**src/rtl/decrypt_iter.sv**
```systemverilog
// Iterative 16-bit nibble-cipher decryptor, one inverse round per clock.
// Optional macro DECRYPT_KEY_LOCK_EN: reject key writes while a block is in flight.
module decrypt_iter #(
   parameter int NUM_ROUNDS = 3,
   parameter int KA_W       = 2
) (
   input  logic            clk,
   input  logic            rst,
   input  logic            in_valid,
   output logic            in_ready,
   input  logic [15:0]     in_message,
   output logic            out_valid,
   input  logic            out_ready,
   output logic [15:0]     out_message,
   input  logic            key_wr_en,
   input  logic [KA_W-1:0] key_wr_addr,
   input  logic [15:0]     key_wr_data,
   output logic            key_wr_err
);

   localparam logic [1:0] IDLE = 2'd0;
   localparam logic [1:0] RUN  = 2'd1;
   localparam logic [1:0] DONE = 2'd2;

   logic [1:0]      fsm_q, fsm_d;
   logic [15:0]     blk_q, blk_d;
   logic [KA_W-1:0] cnt_q, cnt_d;
   logic [15:0]     key_q [NUM_ROUNDS+1];
   logic            key_we;
   logic            key_in_range;
   logic [15:0]     round_out;

   // GF(2^4) multiply by x, reduction polynomial x^4 + x + 1
   function automatic logic [3:0] xtime(input logic [3:0] a);
      return {a[2:0], 1'b0} ^ (a[3] ? 4'h3 : 4'h0);
   endfunction

   function automatic logic [3:0] mul9(input logic [3:0] a);
      return xtime(xtime(xtime(a))) ^ a;
   endfunction

   function automatic logic [3:0] inv_sbox(input logic [3:0] a);
      logic [3:0] r;
      case (a)
         4'h0: r = 4'hA;  4'h1: r = 4'h5;  4'h2: r = 4'h9;  4'h3: r = 4'hB;
         4'h4: r = 4'h1;  4'h5: r = 4'h7;  4'h6: r = 4'h8;  4'h7: r = 4'hF;
         4'h8: r = 4'h6;  4'h9: r = 4'h0;  4'hA: r = 4'h2;  4'hB: r = 4'h3;
         4'hC: r = 4'hC;  4'hD: r = 4'h4;  4'hE: r = 4'hD;  default: r = 4'hE;
      endcase
      return r;
   endfunction

   // Columns are nibble pairs {0,1} and {2,3}; ShiftRow swaps nibbles 1 and 3.
   function automatic logic [15:0] inv_round(input logic [15:0] s, input logic [15:0] k);
      logic [3:0] m0, m1, m2, m3;
      m0 = mul9(s[15:12]) ^ xtime(s[11:8]);
      m1 = xtime(s[15:12]) ^ mul9(s[11:8]);
      m2 = mul9(s[7:4]) ^ xtime(s[3:0]);
      m3 = xtime(s[7:4]) ^ mul9(s[3:0]);
      return {inv_sbox(m0), inv_sbox(m3), inv_sbox(m2), inv_sbox(m1)} ^ k;
   endfunction

   assign round_out    = inv_round(blk_q, key_q[cnt_q]);
   assign key_in_range = ({1'b0, key_wr_addr} <= (KA_W+1)'(NUM_ROUNDS));

   always_comb begin
      fsm_d = fsm_q;
      blk_d = blk_q;
      cnt_d = cnt_q;
      case (fsm_q)
         IDLE: begin
            if (in_valid) begin
               blk_d = in_message ^ key_q[NUM_ROUNDS];
               cnt_d = KA_W'(NUM_ROUNDS - 1);
               fsm_d = RUN;
            end
         end
         RUN: begin
            blk_d = round_out;
            if (cnt_q == '0) fsm_d = DONE;
            else             cnt_d = cnt_q - 1'b1;
         end
         DONE: begin
            if (out_ready) fsm_d = IDLE;
         end
         default: fsm_d = IDLE;
      endcase
   end

   always_ff @(posedge clk) begin
      if (rst) begin
         fsm_q <= IDLE;
         blk_q <= '0;
         cnt_q <= '0;
         for (int i = 0; i <= NUM_ROUNDS; i++) key_q[i] <= '0;
      end else begin
         fsm_q <= fsm_d;
         blk_q <= blk_d;
         cnt_q <= cnt_d;
         for (int i = 0; i <= NUM_ROUNDS; i++) begin
            if (key_we && key_wr_addr == KA_W'(i)) key_q[i] <= key_wr_data;
         end
      end
   end

`ifdef DECRYPT_KEY_LOCK_EN
   logic key_err_q;

   assign key_we = key_wr_en && key_in_range && (fsm_q == IDLE);

   always_ff @(posedge clk) begin
      if (rst) key_err_q <= 1'b0;
      else     key_err_q <= key_wr_en && (fsm_q != IDLE);
   end

   assign key_wr_err = key_err_q;
`else
   assign key_we     = key_wr_en && key_in_range;
   assign key_wr_err = 1'b0;
`endif

   assign in_ready    = (fsm_q == IDLE);
   assign out_valid   = (fsm_q == DONE);
   assign out_message = out_valid ? blk_q : 16'h0000;

endmodule

```
**config.mk**
```make
export PLATFORM = sky130hd
export DESIGN_NAME = decrypt_iter
export DESIGN_NICKNAME = d
export VERILOG_FILES = /design/src/rtl/decrypt_iter.sv
export SDC_FILE = /design/constraint.sdc
export NUM_CORES = 1
export LEC_CHECK = 0
export CORE_UTILIZATION = 35
export DETAILED_ROUTE_END_ITERATION = 10
export GPL_TIMING_DRIVEN = 0
export HOLD_SLACK_MARGIN = 0.08
export PLACE_DENSITY = 0.63
export SLEW_MARGIN = 20
export SYNTH_ARGS = -nofsm -noshare
export SYNTH_HDL_FRONTEND = slang
export SYNTH_SLANG_ARGS = --single-unit
```
**constraint.sdc**
```tcl
create_clock -name clk -period 7.2 [get_ports clk]
set_input_delay 1.44 -clock clk [delete_from_list [all_inputs] [get_ports clk]]
set_output_delay 1.44 -clock clk [all_outputs]
set_load 0.05 [all_outputs]
```
==> impl_metrics.ini, run 1 <==
[status]
status = complete, no violations

[worst_setup_path]
crit_path_cell_trace = buf_2, nor2b_1, clkbuf_1, and2_1, clkdlybuf4s50_1
reg2reg_slack_ns = 4.31
critPathMaxStageDelay_ns = 0.80
regToRegStartpoint = blk_q[2]
rr_endpoint = blk_q[9]
timing.critical_path.arrival_ns = 2.67
worst_path_max_delay_cell = clkdlybuf4s50_1
cp.required_ns = 5.76
path_type_of_the_worst_setup_path = reg -> out
critical-path-top-delay-family = buffers and inverters
timing.critical_path.from_type = register
ff2ff_path_depth = 9
crit_path_end_kind = output pin
critical_path_buf_inv_count = 3
worst-path-max-fanout = 10

[power]
post-layout-total-power_mw = 2.13
cellLeakagePower_nw = 2.48
p_int_mw = 1.32
p_switching_mw = 0.815
power_switching_share_pct = 38.2
cellPowerDensity_nw_per_um2 = 320
ir_worst_vdd_mv = 0.129
seq_power_share_pct = 29.0
share_of_total_power_in_combinational_logic_pct = 49.2
clock_power_share_pct = 21.8

[clock_network]
clock_latency_ns = 0.34
cts_made_buffers = 9
number_of_buffers_inserted_by_post_cts_setup_repair = 0
numClockSinks = 86
root_buffer = clkbuf_16
cts_tree = built
clock_tree.htree_level_count = 3
cts_hold_repair.buffers = 0
cts.repair.resized = 0
cts_buffer_depth = 2
clkTransAtPathRegs_ns = 0.06

[floorplanning]
rows = 45
io-pin-count = 58
die_x_um = 128
die-area_sq_um = 16400
initial_core_util_pct = 36.1
die_height_um = 128
core_area_sq_um = 15400

[hold_path]
hold_path_class = reg -> reg
hold-path-cell-count = 2
min_from = cnt_q[1]

[synth]
syn-num-nets = 550
synthesis.yosys.warnings = 0
share_of_synthesized_area_occupied_by_flip_flops_and_latches_pct = 42.5
post_synthesis_async_set_or_reset_flop_share_pct = 0
postSynthCellCount = 483
netlist-cell-type-count = 53
synth_flop_cell = edfxtp_1
post_synth.cell_area_avg_sq_um = 11.5
area_of_the_mapped_netlist_sq_um = 5550
yosys_register_bits = 86
number_of_synthesized_flops_with_an_enable_pin = 64

[timing]
grt_setup_unrepaired = no
layout_min_cycle_time_ns = 4.11
timing.final.setup_violations = 0
finalCritPeriodShare_pct = 57.0
final-max-slew-violation-count = 0
slew_headroom_pct = 42.0
worst-slew-pin-transition_ns = 0.863
timing_hold_violations_final = 0
fin_tns_setup_ns = 0
finalClockSkew_ns = 0.00430
max_freq_ghz = 0.243

[routing]
drc_errors = 0
vias_per_cell = 5.04
route.vias.total = 3852
wire_per_inst_um = 17.6
drtAntennaViolNets = 0
detailedRoute.firstPassIterationCount = 4
postRouteWirelength_mm = 13.4
drt_first_iter_violations = 271

[final_layout]
design.final.nets = 616
antenna_cells_inserted = 0
multi_input_combinational_cell_area_sq_um = 2930
seqCellArea_sq_um = 2360
drive_above_1_share_pct = 11.6
fill_cells = 1443
area_growth_pct = 19.8

[global_route]
grt_overflow = 0
track_usage_pct = 17.4
pin_count_of_the_biggest_net_entering_global_routing = 17
first_global_vias = 3915
grt_pass1_wl_mm = 21.0
antenna_found_initial = 0

[placement]
numPortBuffers = 55
place.gp.congestion = 0.813
dpl.hpwl_mm = 10.0

[flow_run]
max_cap_viol_count = 0
worst max-delay path by stage:
stage | slack (ns) | to | cells past startpoint | from
after global placement | 3.39 | out_message[12] | 5 | fsm_q[1]
after CTS | 3.01 | out_message[12] | 5 | fsm_q[1]
final | 3.09 | out_message[12] | 5 | fsm_q[1]
after floorplan | 3.87 | out_message[10] | 4 | fsm_q[1]
after global routing | 2.87 | out_message[11] | 5 | fsm_q[1]
after detailed placement | 3.37 | out_message[12] | 5 | fsm_q[1]
stage by stage:
step	hold WS (ns)	cell area (sq um)	setup slack, ns	std cells	utilization, %
after floorplan	0.482	5550	3.87	483	-
after global placement	0.548	6370	3.39	749	41.4
after detailed placement	0.550	6370	3.37	749	41.4
after CTS	0.563	6660	3.01	764	43.3
after global routing	0.624	6660	2.87	764	43.3
final	0.565	6660	3.09	764	43.3
registers in the layout, summed over array words and instances, names as in the netlist, named ones only:
signal and count:
fsm_q 2, blk_q 16, cnt_q 2, key_q 64
metal layers:
metal	up-vias	track usage (%)	wire, um
met2	120	27.9	6090
li1	1848	-	-
met1	1860	23.5	6440
met4	0	6.71	279
met5	-	0	0
met3	24	2.59	607
tightest hold or removal path, cell delays in order (launching register included):
cell,delay [ns]
dfxtp_1,0.31
inv_1,0.07
a221oi_1,0.11
cell usage after synthesis (all sizes together) (2+ instances only):
| library cell | number | area share, % |
|---|---|---|
| nand3 | 6 | 0.54 |
| or2 | 4 | 0.45 |
| and2 | 81 | 9.1 |
| nor2b | 5 | 0.56 |
| a22oi | 6 | 0.81 |
| o21ai | 5 | 0.45 |
| o21bai | 2 | 0.27 |
| nand4 | 2 | 0.23 |
| dfxtp | 22 | 7.9 |
| nand3b | 4 | 0.54 |
| or4 | 2 | 0.27 |
| nand2 | 23 | 1.6 |
| mux2 | 2 | 0.41 |
| nor4b | 2 | 0.32 |
| mux4 | 20 | 8.4 |
| nand4b | 5 | 0.79 |
| xor2 | 12 | 2.3 |
| nand2b | 5 | 0.56 |
| o221ai | 11 | 1.7 |
| ha | 28 | 6.3 |
| inv | 23 | 1.6 |
| a32oi | 2 | 0.32 |
| mux2i | 16 | 2.9 |
| nor3b | 4 | 0.54 |
| edfxtp | 64 | 35 |
| a31o | 4 | 0.63 |
| nor2 | 14 | 0.95 |
| nor3 | 8 | 0.81 |
| nor4bb | 4 | 0.72 |
| a21oi | 7 | 0.63 |
| buf | 15 | 1.9 |
| xnor2 | 39 | 7.2 |
| o22ai | 5 | 0.56 |
| clkbuf | 19 | 1.3 |
layout make-up:
type,count,share of cell area [%]
Buffer,34,2.65
Clock buffer,10,3.44
Clock inverter,5,0.883
Inverter,23,1.30
Multi-Input combinational cell,340,44.0
Sequential cell,86,35.5
Tap cell,211,3.97
Timing Repair Buffer,55,8.27
placed cells by master, fill, tap and decap left out, types with 9 or more instances in the layout:
cell type	count
ha_1	28
xor2_1	9
clkbuf_16	9
dfxtp_1	22
clkdlybuf4s50_1	55
inv_1	23
edfxtp_1	64
clkbuf_1	20
and2_1	81
nand2_1	23
mux4_2	15
nor2_1	14
mux2i_1	16
xnor2_1	33
o221ai_1	11
power groups by stage:
stage | combinational (mW) | sequential [mW] | clock, mW
finish | 1.05 | 0.619 | 0.464
global route | 1.16 | 0.626 | 0.491
CTS | 1.05 | 0.619 | 0.467
detailed placement | 1.04 | 0.630 | 0
global placement | 1.01 | 0.626 | 0
floorplan | 0.797 | 0.620 | 0
cells by family after synthesis:
group | share of synthesized area, %
buf+inv | 4.73
other cells | 0.0675
compound gates | 6.74
simple gates | 18.4
flops | 42.5
fa+ha+maj | 6.31
mux | 11.7
xor+xnor | 9.46
Note: power is estimated with default switching activity, not from simulation.
==> inputs of run 2 (changes only) <==
--- a/config.mk
+++ b/config.mk
@@ -9,7 +9,7 @@
 export DETAILED_ROUTE_END_ITERATION = 10
 export GPL_TIMING_DRIVEN = 0
 export HOLD_SLACK_MARGIN = 0.08
-export PLACE_DENSITY = 0.63
+export PLACE_DENSITY = 0.65
 export SLEW_MARGIN = 20
 export SYNTH_ARGS = -nofsm -noshare
 export SYNTH_HDL_FRONTEND = slang
==> constraint.sdc (replaced) <==
create_clock -name clk -period 3.4 [get_ports clk]
set_input_delay 0.68 -clock clk [delete_from_list [all_inputs] [get_ports clk]]
set_output_delay 0.68 -clock clk [all_outputs]
set_load 0.05 [all_outputs]
==> run 2 against run 1 <==
Effect of this change:
- first-iteration DRC count fell by 8.1%
- worst setup slack got worse by 2.8 ns
- clock power rose by 100%
- global-route usage up 0.16 points
- hold slack improved by 0.019 ns
- cell area barely moved
- utilization is essentially flat
- routed wire length about the same
- power is 110% higher
- die area is the same
==> impl_metrics.ini, run 2 (same netlist as run 1, synthesis figures left out) <==
[worst_setup_path]
timing.critical_path.from_type = register
worst-path-max-fanout = 10
crit_path_end_kind = output pin
timing.critical_path.arrival_ns = 2.42
critPathMaxStageDelay_ns = 0.81
path_type_of_the_worst_setup_path = reg -> out
crit_path_cell_trace = buf_2, nor2b_2, clkbuf_2, and2_1, clkdlybuf4s50_1
worst_path_max_delay_cell = clkdlybuf4s50_1
cp.required_ns = 2.72

[timing]
timing.final.setup_violations = 0
final-max-slew-violation-count = 0
fin_tns_setup_ns = 0
finalCritPeriodShare_pct = 91.3
timing_hold_violations_final = 0
setup_slack_ns = 0.297
layout_min_cycle_time_ns = 3.10
slew_headroom_pct = 29.5
max_freq_ghz = 0.322
worst-slew-pin-transition_ns = 1.05
holdWs_ns = 0.584
grt_setup_unrepaired = no
finalClockSkew_ns = 0.0120

[floorplanning]
die-area_sq_um = 16400
io-pin-count = 58
die_x_um = 128
rows = 45
die_height_um = 128
initial_core_util_pct = 36.1
core_area_sq_um = 15400

[global_route]
met2_usage_pct = 29.0
pin_count_of_the_biggest_net_entering_global_routing = 17
track_usage_pct = 17.5
global_route.usage.met1_pct = 23.2
global_route_met3_utilization_pct = 3.13
grt_overflow = 0
busiest_layer = met2
antenna_found_initial = 0
first_global_vias = 4014
grt_pass1_wl_mm = 21.5

[placement]
numPlacedInstances = 749
place.gp.congestion = 0.818
numPortBuffers = 55
dpl.hpwl_mm = 10.0
dp_worst_setup_slack_ns = 0.317

[clock_network]
number_of_buffers_inserted_by_post_cts_setup_repair = 0
cts_buffer_depth = 2
clkTransAtPathRegs_ns = 0.06
cts.repair.resized = 1
clock_latency_ns = 0.35
root_buffer = clkbuf_16
cts_hold_repair.buffers = 0
cts_tree = built
clock_tree.htree_level_count = 3
cts_made_buffers = 9
numClockSinks = 86

[routing]
drtAntennaViolNets = 0
drc_errors = 0
postRouteWirelength_mm = 13.4
vias_per_cell = 5.12
drt_first_iter_violations = 249
route.vias.total = 3914
wire_per_inst_um = 17.6
detailedRoute.firstPassIterationCount = 5

[final_layout]
antenna_cells_inserted = 0
area_growth_pct = 19.8
design.final.nets = 616
instances_no_fill = 765
drive_above_1_share_pct = 12.5
most_common_cell_after_layout_fill_and_taps_aside = and2_1
layout.cells.most_common_list = and2_1, edfxtp_1, clkdlybuf4s50_1
largest_reg_flops = 64
layout_top_registers = key_q x64, blk_q x16
max_flop_register = key_q

[hold_path]
hold_path_class = reg -> reg

[status]
status = complete, no violations

[power]
ir_worst_vdd_mv = 0.277
post-layout-total-power_mw = 4.46
cellLeakagePower_nw = 2.48
cellPowerDensity_nw_per_um2 = 670

[flow_run]
max_cap_viol_count = 0
## run 2: changes by cell type in the layout (fill, tap and decap cells not counted)
| cell | before | now |
|---|---|---|
| nor2b_1 | 5 | 4 |
| inv_6 | 2 | 1 |
| clkbuf_1 | 20 | 18 |
| clkinv_2 | 0 | 1 |
| clkbuf_2 | 0 | 1 |
| inv_8 | 0 | 1 |
| clkinv_4 | 0 | 1 |
| clkinvlp_4 | 1 | 3 |
| bufinv_16 | 1 | 0 |
| nor2b_2 | 0 | 1 |
| clkinv_1 | 1 | 0 |
## run 2: per-layer routing
layer,vias to the layer above,share of wire (%)
li1,1850,-
met1,1909,45
met2,138,47
met3,17,5.7
met4,0,1.7
met5,-,0
## run 2: stage by stage
stage                     instance area (sq um)  util [%]
after floorplan                            5550         -
after CTS                                  6650      43.3
after global routing                       6650      43.3
after detailed placement                   6370      41.4
final                                      6650      43.3
after global placement                     6370      41.4
## run 2: area by class of cell
| class | count | area [sq um] |
|---|---|---|
| clock inverter | 7 | 56.3 |
| multi-input combinational | 340 | 2930 |
| inverter | 23 | 86.3 |
| buffer | 34 | 178 |
| fill | 1438 | 8720 |
| clock buffer | 9 | 225 |
| timing repair buffer | 55 | 551 |
| sequential | 86 | 2360 |
| tap | 211 | 264 |
## run 2: worst paths after layout
| path | endpoint | cells past startpoint | startpoint | slack, ns |
|---|---|---|---|---|
| max | out_message[12] | 5 | fsm_q[1] | 0.30 |
| max reg2reg | blk_q[9] | 9 | blk_q[2] | 0.55 |
| min | register | 2 | cnt_q[1] | 0.58 |
| min reg2reg | register | 2 | cnt_q[1] | 0.58 |
## run 2: critical path: cells and delay by family (launching register included)
family | cells | cell delay (ns)
flops | 1 | 0.30
buf+inv | 3 | 1.29
simple gates | 2 | 0.50
## run 2: power breakdown
group	total (mW)	switching, mW	internal, mW
registers	1.31	0.0628	1.25
clock network	0.934	0.432	0.502
logic	2.22	1.24	0.974
total	4.46	1.74	2.72
